==> src/rtl/alu_dispatch.sv <==
// Front-end sequencer for the 8-bit ALU. It accepts one op, pulses the chosen unit's
// start, waits for its done or a timeout, and holds the result until it is consumed.
module alu_dispatch #(
    parameter int TIMEOUT_CYCLES = 64
) (
    input  logic        clk,
    input  logic        rst_n,
    input  logic        in_valid,
    output logic        in_ready,
    input  logic [1:0]  in_op,
    input  logic [7:0]  in_a,
    input  logic [7:0]  in_b,
    output logic [3:0]  unit_start,
    output logic [7:0]  unit_a,
    output logic [7:0]  unit_b,
    input  logic [3:0]  unit_done,
    input  logic [63:0] unit_result,
    output logic        out_valid,
    input  logic        out_ready,
    output logic [15:0] out_result,
    output logic [1:0]  out_op,
    output logic        out_zero,
    output logic        out_neg,
    output logic        out_timeout
);
    localparam int CW = $clog2(TIMEOUT_CYCLES) + 1;

    typedef enum logic [1:0] {IDLE, ISSUE, WAIT, HOLD} state_t;

    state_t        state;
    logic [1:0]    op;
    logic [CW-1:0] count;
    logic [15:0]   sel_result;
    logic          sel_done;

    // Only the selected unit's done/result slice is ever looked at.
    always_comb begin
        sel_result = unit_result[{op, 4'b0000} +: 16];
        sel_done   = unit_done[op];
    end

    always_ff @(posedge clk) begin
        if (!rst_n) begin
            state       <= IDLE;
            in_ready    <= 1'b0;
            op          <= 2'b00;
            count       <= '0;
            unit_start  <= 4'b0000;
            unit_a      <= 8'h00;
            unit_b      <= 8'h00;
            out_valid   <= 1'b0;
            out_result  <= 16'h0000;
            out_op      <= 2'b00;
            out_zero    <= 1'b0;
            out_neg     <= 1'b0;
            out_timeout <= 1'b0;
        end else begin
            case (state)
                IDLE: begin
                    in_ready <= 1'b1;
                    // in_ready is still low on the first edge after reset release
                    if (in_ready && in_valid) begin
                        in_ready   <= 1'b0;
                        op         <= in_op;
                        unit_a     <= in_a;
                        unit_b     <= in_b;
                        unit_start <= 4'(4'b0001 << in_op);
                        state      <= ISSUE;
                    end
                end
                ISSUE: begin
                    unit_start <= 4'b0000;
                    count      <= '0;
                    state      <= WAIT;
                end
                WAIT: begin
                    if (sel_done) begin
                        out_result  <= sel_result;
                        out_zero    <= (sel_result == 16'h0000);
                        out_neg     <= sel_result[15];
                        out_timeout <= 1'b0;
                        out_op      <= op;
                        out_valid   <= 1'b1;
                        state       <= HOLD;
                    end else if (count == CW'(TIMEOUT_CYCLES - 1)) begin
                        out_result  <= 16'h0000;
                        out_zero    <= 1'b0;
                        out_neg     <= 1'b0;
                        out_timeout <= 1'b1;
                        out_op      <= op;
                        out_valid   <= 1'b1;
                        state       <= HOLD;
                    end else begin
                        count <= count + 1'b1;
                    end
                end
                HOLD: begin
                    if (out_ready) begin
                        out_valid <= 1'b0;
                        in_ready  <= 1'b1;
                        state     <= IDLE;
                    end
                end
                default: state <= IDLE;
            endcase
        end
    end
endmodule

==> config.mk <==
export PLATFORM = sky130hd
export DESIGN_NAME = alu_dispatch
export DESIGN_NICKNAME = d
export VERILOG_FILES = /design/src/rtl/alu_dispatch.sv
export SDC_FILE = /design/constraint.sdc
export NUM_CORES = 1
export LEC_CHECK = 0
export ABC_CLOCK_PERIOD_IN_PS = 3200
export BUFFER_PORTS_ARGS = -buffer_cell sky130_fd_sc_hd__buf_2
export CAP_MARGIN = 10
export CORE_UTILIZATION = 46
export CTS_BUF_LIST = sky130_fd_sc_hd__clkbuf_4
export CTS_CLUSTER_SIZE = 25
export DETAILED_ROUTE_END_ITERATION = 10
export PLACE_DENSITY_LB_ADDON = 0.25
export SLEW_MARGIN = 0
export SYNTH_ARGS = -nofsm -noshare
export SYNTH_HDL_FRONTEND = slang
export SYNTH_SLANG_ARGS = --single-unit
==> constraint.sdc <==
create_clock -name clk -period 3.2 [get_ports clk]
set_input_delay 0.32 -clock clk [delete_from_list [all_inputs] [get_ports clk]]
set_output_delay 0.32 -clock clk [all_outputs]
set_load 0.02 [all_outputs]
==> results of run 1 <==
metrics by stage:
step | util, % | total power, uW | setup WS (ns) | cell area (um^2) | hold WS, ns
floorplan | - | 1270 | 1.28 | 2590 | 0.456
global placement | 62.2 | 1450 | 1.06 | 3280 | 0.439
detailed placement | 62.2 | 1470 | 0.989 | 3280 | 0.446
CTS | 63.5 | 1830 | 0.956 | 3350 | 0.165
global route | 63.5 | 1940 | 0.696 | 3350 | 0.142
finish | 63.5 | 1820 | 0.929 | 3350 | 0.168
state kept, by name, indices dropped and copies added, names as in the netlist:
name	cells
out_result	15
unit_a	8
unit_b	8
count	7
unit_start	4
op	2
out_op	2
state	2
in_ready	1
out_neg	1
out_timeout	1
out_valid	1
out_zero	1
cell families (layout without fill, tap and decap cells):
| family | Yosys count | count (layout) | share of synthesized area [%] |
|---|---|---|---|
| DFF | 53 | 53 | 41.0 |
| buffers and inverters | 30 | 151 | 4.93 |
| and+or+nand+nor | 96 | 96 | 16.8 |
| adders and majority gates | 5 | 5 | 2.42 |
| AOI/OAI and AO/OA | 87 | 87 | 19.1 |
| muxes | 17 | 17 | 15.8 |
critical path, stage by stage, from the launching register on:
cell     delay, ns
dfxtp_1       0.37
inv_1         0.10
ha_1          0.31
inv_1         0.38
a311o_4       0.53
or3_1         0.35
a31oi_1       0.16
area by class of cell:
type,instances,area share (%)
clock buffer,5,1.12
clock inverter,2,1.05
inverter,8,0.897
multi-input combinational,205,42.0
sequential,53,31.7
tap,70,2.62
timing repair buffer,136,20.6
synthesized netlist by cell type:
cell	instances
o211ai_1	2
o21ai_0	22
and2_1	4
o221a_2	2
clkbuf_1	13
buf_1	4
clkbuf_2	1
a21o_1	1
inv_1	8
o22ai_1	1
a41oi_1	1
nand3b_1	2
or3_1	2
a31oi_1	2
ha_1	5
buf_6	1
nor2b_1	1
nor4b_1	2
buf_4	1
nand4b_1	1
nor4_1	4
nor3_1	2
nand2_1	59
buf_2	2
a21oi_1	51
nor2_1	6
mux4_1	7
a311oi_1	3
and3_1	3
mux4_2	10
a311o_1	1
nand3_1	9
dfxtp_1	53
a311o_4	1
nand2b_1	1
worst max path at each step:
stage          cells past startpoint                  start  slack [ns]                     to
2_1_floorplan                      5     op[0]$_SDFFE_PN0P_        1.28  count[5]$_SDFFE_PN0P_
3_3_place_gp                       6  state[0]$_SDFFE_PN0P_        1.06  count[5]$_SDFFE_PN0P_
3_5_place_dp                       6  state[0]$_SDFFE_PN0P_        0.99  count[5]$_SDFFE_PN0P_
4_1_cts                            6  state[0]$_SDFFE_PN0P_        0.96  count[5]$_SDFFE_PN0P_
5_1_grt                            6  state[0]$_SDFFE_PN0P_        0.70  count[3]$_SDFFE_PN0P_
6_report                           6  state[0]$_SDFFE_PN0P_        0.93  count[5]$_SDFFE_PN0P_
power breakdown:
group,leakage (uW),internal (uW),switching (uW)
combinational,0.00100,256,420
clock,0.0000410,159,205
sequential,0.000429,736,46.7
per-layer routing:
layer	vias up	global-route usage, %
met5	-	0
met4	0	8.30
met3	12	4.29
met2	89	40.9
met1	1233	29.9
li1	1287	-
layout by cell type (no fill, tap or decap), types with 5 or more instances in the layout:
cell      count
dfxtp_1      53
ha_1          5
nand2_1      59
mux4_2       10
nand3_1       9
mux4_1        7
inv_1         8
o21ai_0      22
a21oi_1      51
clkbuf_4      5
nor2_1        6
buf_2       132
==> results.toml, run 1 <==
[route]
routed.top_layer = "met4"
met1_length_mm = 3.02
firstDrtPassIters = 4
route.met3.wl_um = 397
drc = 0
wl_met2_mm = 3.42
dr_total_vias = 2621
final_antenna_net_count = 0
via_per_inst = 5.47
routedWlPerCell_um = 14.5
wirelength_mm = 6.95
drt_iter0_drc = 198

[setup_path]
crit_fanout = 26
worstPathRequired_ns = 3.50
crit_path_end_kind = "flip-flop"
r2r-end = "count[5]$_SDFFE_PN0P_"
worst-setup-path-type = "reg2reg"
startpoint_type = "flip-flop"
r2r_slack_ns = 0.93
r2r-start = "state[0]$_SDFFE_PN0P_"
cp.arrival_ns = 2.58
reg2regPathDepth = 6

[power]
vdd_drop_max_mv = 0.425
pwr_density_cell_nw_per_um2 = 545
leakagePower_uw = 0.00147

[floorplanning]
dieArea_um2 = 5930
rows = 26
fp.coreArea_um2 = 5270
die_height_um = 77.0
ios = 133
die_x_um = 77.0
start_util_pct = 49.1

[yosys]
yosys.area.top_type = "dfxtp_1"
syn_inst = 288
syn-num-nets = 383
seq_area_frac_synth_pct = 41.0
yosys-top-cells-area = "dfxtp_1 (41%), a21oi_1 (9.9%), mux4_2 (8.7%)"
ys_ff_latch = 53
synth_top_area_share_pct = 41.0
syn_avg_cell_area_um2 = 8.99
yosysUniqueCellTypes = 35
yosysWarnings = 0
synth_area_um2 = 2590

[sta]
period_share_pct = 71.0
hold_viol = 0
slew_viol_final = 0
setup-tns-final_ns = 0
slew_headroom_pct = 46.1
period_needed_ns = 2.27
rsz0062_at_grt = "false"
fmaxAchievable_mhz = 440
clock_skew_ns = 0.00597
finalSetupViolations = 0
worstMarginPinSlew_ns = 0.806

[global_route]
antenna_found_initial = 0
grt_max_degree = 32
groute.usage.overall_pct = 23.8
grt_pass1_vias = 2576
grt-ovfl-total = 0
grt_pass1_wl_mm = 11.5

[worst_hold_path]
hp-start = "in_b[4]"
hp-class = "in2reg"
hold_end = "unit_b[4]$_SDFFE_PN0P_"
worst_hold_path.num_cells = 3

[cells_and_area]
final-instance-count-excl-fill = 479
multi_input_area_um2 = 1410
drive_gt1_share_pct = 38.4
diodes = 0
fillers = 483
seq_area_um2 = 1060
fin_nets = 504
syn2layout_area_growth_pct = 29.3

[clock_network]
hold_buffers = 0
cts_setup_buffers = 0
ctsHtreeMaxLevel = 2
insertion_delay_ns = 0.37
cts.clk_slew.worst_paths_ns = 0.15
cts_tree = "done"
cts_root_buffer = "clkbuf_4"
cts.sink_count = 53
numCtsBuffers = 5
cts_buffer_depth = 2
cts_resized = 0

[placement]
dp_cells = 472
place_congestion = 0.833
post-dp-hpwl_mm = 5.13
io_buffers = 132

[flow_run]
cap_violations = 0

[run_status]
outcome = "completed"
Note: power is estimated with default switching activity, not from simulation.
==> run 2: changes to the inputs <==
- ABC_CLOCK_PERIOD_IN_PS: 3200 -> 1950
- CORE_UTILIZATION: 46 -> 42
- clock period: 3.2 -> 1.95 ns (I/O delays scaled with it)
==> results.toml, run 2 (synthesized netlist as in run 1, its figures left out) <==
[cells_and_area]
top_regs = "out_result x15, unit_a x8, unit_b x8"
seq_area_um2 = 1060
diodes = 0
drive_gt1_share_pct = 40.8
syn2layout_area_growth_pct = 33.3
final_common_cell = "buf_2"
layout_common_cells = "buf_2 (132), nand2_1 (59), dfxtp_1 (52)"
fillers = 553
multi_input_area_um2 = 1410
largest-register = "out_result"
fin_nets = 516
largest_reg_flops = 15

[setup_path]
startpoint_type = "flip-flop"
slowest_delay_ns = 0.60
cp_top_family = "multiplexers"
crit_chain = "buf_12 > mux4_1 > nor4_1 > nand3_1 > o21ai_0"
worst-setup-path-type = "reg2reg"
worstPathRequired_ns = 2.25
cp_slowest_cell = "mux4_1"
crit_buf_inv = 1
crit_path_end_kind = "flip-flop"
crit_fanout = 10
cp.arrival_ns = 2.16

[sta]
slew_viol_final = 0
hold_viol = 0
worstMarginPinSlew_ns = 0.646
period_share_pct = 95.4
rsz0062_at_grt = "false"
clock_skew_ns = 0.00942
finalSetupViolations = 0
setup-tns-final_ns = 0
fmaxAchievable_mhz = 538
slew_headroom_pct = 57.0
period_needed_ns = 1.86

[clock_network]
numCtsBuffers = 5
insertion_delay_ns = 0.36
cts_buffer_depth = 2
ctsHtreeMaxLevel = 2
hold_buffers = 0
cts_tree = "done"
cts.sink_count = 53
cts_root_buffer = "clkbuf_4"
cts_setup_buffers = 0
cts.clk_slew.worst_paths_ns = 0.15

[global_route]
grt_max_degree = 22
antenna_found_initial = 0
grt-ovfl-total = 0
groute.usage.overall_pct = 22.0
grt_pass1_wl_mm = 11.1
grt_pass1_vias = 2413

[power]
pwr_density_cell_nw_per_um2 = 862
p_seq_share_pct = 43.2
clkPwrFrac_pct = 16.5
p_total_uw = 2970
swShare_pct = 37.5
leakagePower_uw = 0.00153
vdd_drop_max_mv = 0.488
combPwrFrac_pct = 40.3
intPower_uw = 1860
p_switching_uw = 1120

[floorplanning]
ios = 133
rows = 28
die_height_um = 80.5
start_util_pct = 43.7
die_x_um = 80.5
dieArea_um2 = 6480
fp.coreArea_um2 = 5920

[run_status]
outcome = "completed"

[placement]
post-dp-hpwl_mm = 5.48
place_congestion = 0.770
io_buffers = 132

[worst_hold_path]
hp-class = "in2reg"

[route]
wirelength_mm = 7.15
drc = 0
final_antenna_net_count = 0
dr_total_vias = 2637
firstDrtPassIters = 5
routedWlPerCell_um = 14.4
via_per_inst = 5.31
drt_iter0_drc = 91

[flow_run]
cap_violations = 0
==> run 2: cell type report <==
| type | instances | area share [%] |
|---|---|---|
| timing repair buffer | 148 | 23.1 |
| tap | 75 | 2.72 |
| clock buffer | 6 | 1.31 |
| multi-input combinational | 205 | 40.9 |
| sequential | 53 | 30.8 |
| clock inverter | 2 | 0.290 |
| inverter | 8 | 0.870 |
==> run 2: routing by layer <==
layer / track usage, % / routed length (um) / share of wire (%) / vias up
met5: 0 / 0 / 0 / -
met4: 3.93 / 21 / 0.29 / 0
met3: 4.32 / 440 / 6.2 / 2
met2: 36.7 / 3520 / 49 / 94
met1: 29.7 / 3170 / 44 / 1235
li1: - / - / - / 1306
==> run 2: power by group through the flow <==
stage | clock (uW) | combinational (uW) | sequential [uW]
3_5_place_dp | 0 | 1200 | 1310
4_1_cts | 505 | 1200 | 1280
6_report | 490 | 1200 | 1290
3_3_place_gp | 0 | 1180 | 1310
2_1_floorplan | 0 | 660 | 1420
5_1_grt | 549 | 1320 | 1300
==> run 2: worst paths after layout <==
kind / start / to / slack, ns / cells after the start
hold reg to reg: unit_b[0]$_SDFFE_PN0P_ / unit_b[0]$_SDFFE_PN0P_ / 0.46 / 2
setup / recovery: op[0]$_SDFFE_PN0P_ / out_zero$_SDFFE_PN0P_ / 0.09 / 5
setup reg to reg: op[0]$_SDFFE_PN0P_ / out_zero$_SDFFE_PN0P_ / 0.09 / 5
hold / removal: in_b[3] / unit_b[3]$_SDFFE_PN0P_ / 0.06 / 3
==> run 2: tightest hold or removal path, stage by stage <==
cell,delay [ns]
buf_2,0.10
nand2_1,0.04
a21oi_1,0.05
==> run 2: what timing repair did <==
| action | in CTS | in global routing |
|---|---|---|
| endpoints found under the setup margin | 0 | 12 |
| hold endpoints to repair | 0 | 0 |
| resized for setup | 0 | 3 |
==> run 2: through the flow <==
step	setup slack [ns]	cell area, um^2	util, %	instances	hold slack [ns]
finish	0.0905	3450	58.3	497	0.0571
global route	0.000277	3450	58.3	497	0.0345
CTS	0.0273	3440	58.1	497	0.0398
detailed placement	0.0502	3380	57.2	489	0.442
global placement	0.0682	3380	57.2	489	0.435
floorplan	0.0267	2590	-	288	0.331
==> run 3: changes to the inputs <==
- CELL_PAD_IN_SITES_DETAIL_PLACEMENT: unset -> 0
- CELL_PAD_IN_SITES_GLOBAL_PLACEMENT: unset -> 1
- CORE_UTILIZATION: 42 -> 30
==> results.toml, run 3 (synthesized netlist as in run 1, its figures left out) <==
[run_status]
outcome = "completed"

[setup_path]
cp_top_family = "multiplexers"
crit_buf_inv = 0
worstPathRequired_ns = 2.25
crit_fanout = 4
crit_path_end_kind = "flip-flop"
r2r-end = "count[5]$_SDFFE_PN0P_"
r2r-start = "op[0]$_SDFFE_PN0P_"
cp_slowest_cell = "mux4_2"
cp.arrival_ns = 2.17
worst-setup-path-type = "reg2reg"
reg2regPathDepth = 4
r2r_slack_ns = 0.09
startpoint_type = "flip-flop"
slowest_delay_ns = 0.56
crit_chain = "mux4_2 > a311o_4 > or3_1 > a31oi_1"

[global_route]
groute.usage.overall_pct = 17.0
grt_pass1_vias = 2504
grt_pass1_wl_mm = 11.9
grt_max_degree = 26
antenna_found_initial = 0
grt-ovfl-total = 0

[sta]
slew_viol_final = 0
clock_skew_ns = 0.00590
period_share_pct = 95.5
finalSetupViolations = 0
hold-worst-slack_ns = 0.0473
worstMarginPinSlew_ns = 0.733
fmaxAchievable_mhz = 537
slew_headroom_pct = 51.1
rsz0062_at_grt = "false"
hold_viol = 0
period_needed_ns = 1.86

[route]
final_antenna_net_count = 0
firstDrtPassIters = 4
routedWlPerCell_um = 14.3
wirelength_mm = 7.55
drt_iter0_drc = 92
drc = 0
via_per_inst = 4.98
dr_total_vias = 2630

[floorplanning]
rows = 33
ios = 133
start_util_pct = 31.2
dieArea_um2 = 9000
die_height_um = 94.9
fp.coreArea_um2 = 8300
die_x_um = 94.9

[placement]
place_congestion = 0.771
post-dp-hpwl_mm = 5.84
dp_cells = 520
io_buffers = 132

[cells_and_area]
postLayoutCoreUtil_pct = 42.4
final_common_cell = "buf_2"
layout_common_cells = "buf_2 (132), nand2_1 (59), a21oi_1 (51), dfxtp_1 (51), o21ai_0 (22)"
drive_gt1_share_pct = 41.4
final-instance-count-excl-fill = 528
largest_reg_flops = 15
fillers = 890
largest-register = "out_result"
fin_nets = 517
syn2layout_area_growth_pct = 36.0
top_regs = "out_result x15, unit_a x8, unit_b x8"
diodes = 0

[power]
swShare_pct = 37.8
p_switching_uw = 1140
clkPwrFrac_pct = 16.9
intPower_uw = 1880
p_total_uw = 3030
p_seq_share_pct = 42.7
pwr_density_cell_nw_per_um2 = 860
vdd_drop_max_mv = 0.420
leakagePower_uw = 0.00154
combPwrFrac_pct = 40.4

[clock_network]
ctsHtreeMaxLevel = 2
cts_root_buffer = "clkbuf_4"
numCtsBuffers = 5
cts_tree = "done"
cts.sink_count = 53
insertion_delay_ns = 0.36
cts_buffer_depth = 2
cts.clk_slew.worst_paths_ns = 0.15

[worst_hold_path]
hold_end = "unit_a[6]$_SDFFE_PN0P_"
hp-class = "in2reg"
worst_hold_path.num_cells = 3
hp-start = "in_a[6]"

[flow_run]
cap_violations = 0
==> run 3: cell types whose count changed in the layout (fill, tap and decap cells not counted) <==
cell,previous run,this run
clkbuf_4,6,7
dfxtp_4,0,1
clkinvlp_4,0,1
nor4_2,1,2
nor4_1,3,2
buf_6,1,0
clkinv_2,2,0
buf_12,1,2
buf_4,14,15
dfxtp_1,52,51
==> run 3: area by class of cell <==
type / instances / area (um^2) / area share, %
clock buffer: 7 / 52.6 / 1.49
clock inverter: 1 / 7.51 / 0.213
inverter: 8 / 30.0 / 0.853
multi-input combinational: 205 / 1420 / 40.3
sequential: 53 / 1070 / 30.3
tap: 105 / 131 / 3.73
timing repair buffer: 149 / 813 / 23.1
==> run 3: worst max path at each step <==
stage | startpoint | to | depth (start not counted)
after floorplan | op[0]$_SDFFE_PN0P_ | count[5]$_SDFFE_PN0P_ | 5
after global placement | op[0]$_SDFFE_PN0P_ | out_zero$_SDFFE_PN0P_ | 5
after detailed placement | op[0]$_SDFFE_PN0P_ | count[5]$_SDFFE_PN0P_ | 4
after CTS | op[0]$_SDFFE_PN0P_ | count[4]$_SDFFE_PN0P_ | 6
after global routing | state[0]$_SDFFE_PN0P_ | out_result[10]$_SDFFE_PN0P_ | 6
final | op[0]$_SDFFE_PN0P_ | count[5]$_SDFFE_PN0P_ | 4
==> run 3: metal layers <==
layer	up-vias	routed length [um]	GRT usage, %
met5	-	0	0
met4	0	67	4.42
met3	7	405	4.43
met1	1252	3430	22.6
met2	63	3650	27.3
li1	1308	-	-
==> run 3: metrics by stage <==
stage	TNS [ns]	instance area, um^2	worst slack (ns)
finish	0	3520	0.0873
global route	0	3520	0.0195
global placement	0	3440	0.0201
CTS	0	3500	0.0594
floorplan	0	2590	0.0267
detailed placement	-0.00348	3440	-0.00348
==> run 3: worst register-to-register path, stage by stage (launching register included) <==
cell,delay [ns]
dfxtp_4,0.41
mux4_2,0.56
a311o_4,0.34
or3_1,0.35
a31oi_1,0.15
==> run 3: what timing repair did <==
action                                  CTS  global route
hold buffers                              0             0
setup buffers                             0             0
endpoints found under the setup margin    4             6
resized for setup                         1             4
endpoints found under the hold margin     0             0
==> run 3: power groups by stage <==
stage / logic, uW / clock network [uW] / registers, uW
after floorplan: 660 / 0 / 1420
after CTS: 1220 / 540 / 1290
after global routing: 1350 / 596 / 1310
after detailed placement: 1220 / 0 / 1320
after global placement: 1210 / 0 / 1310
final: 1220 / 511 / 1290
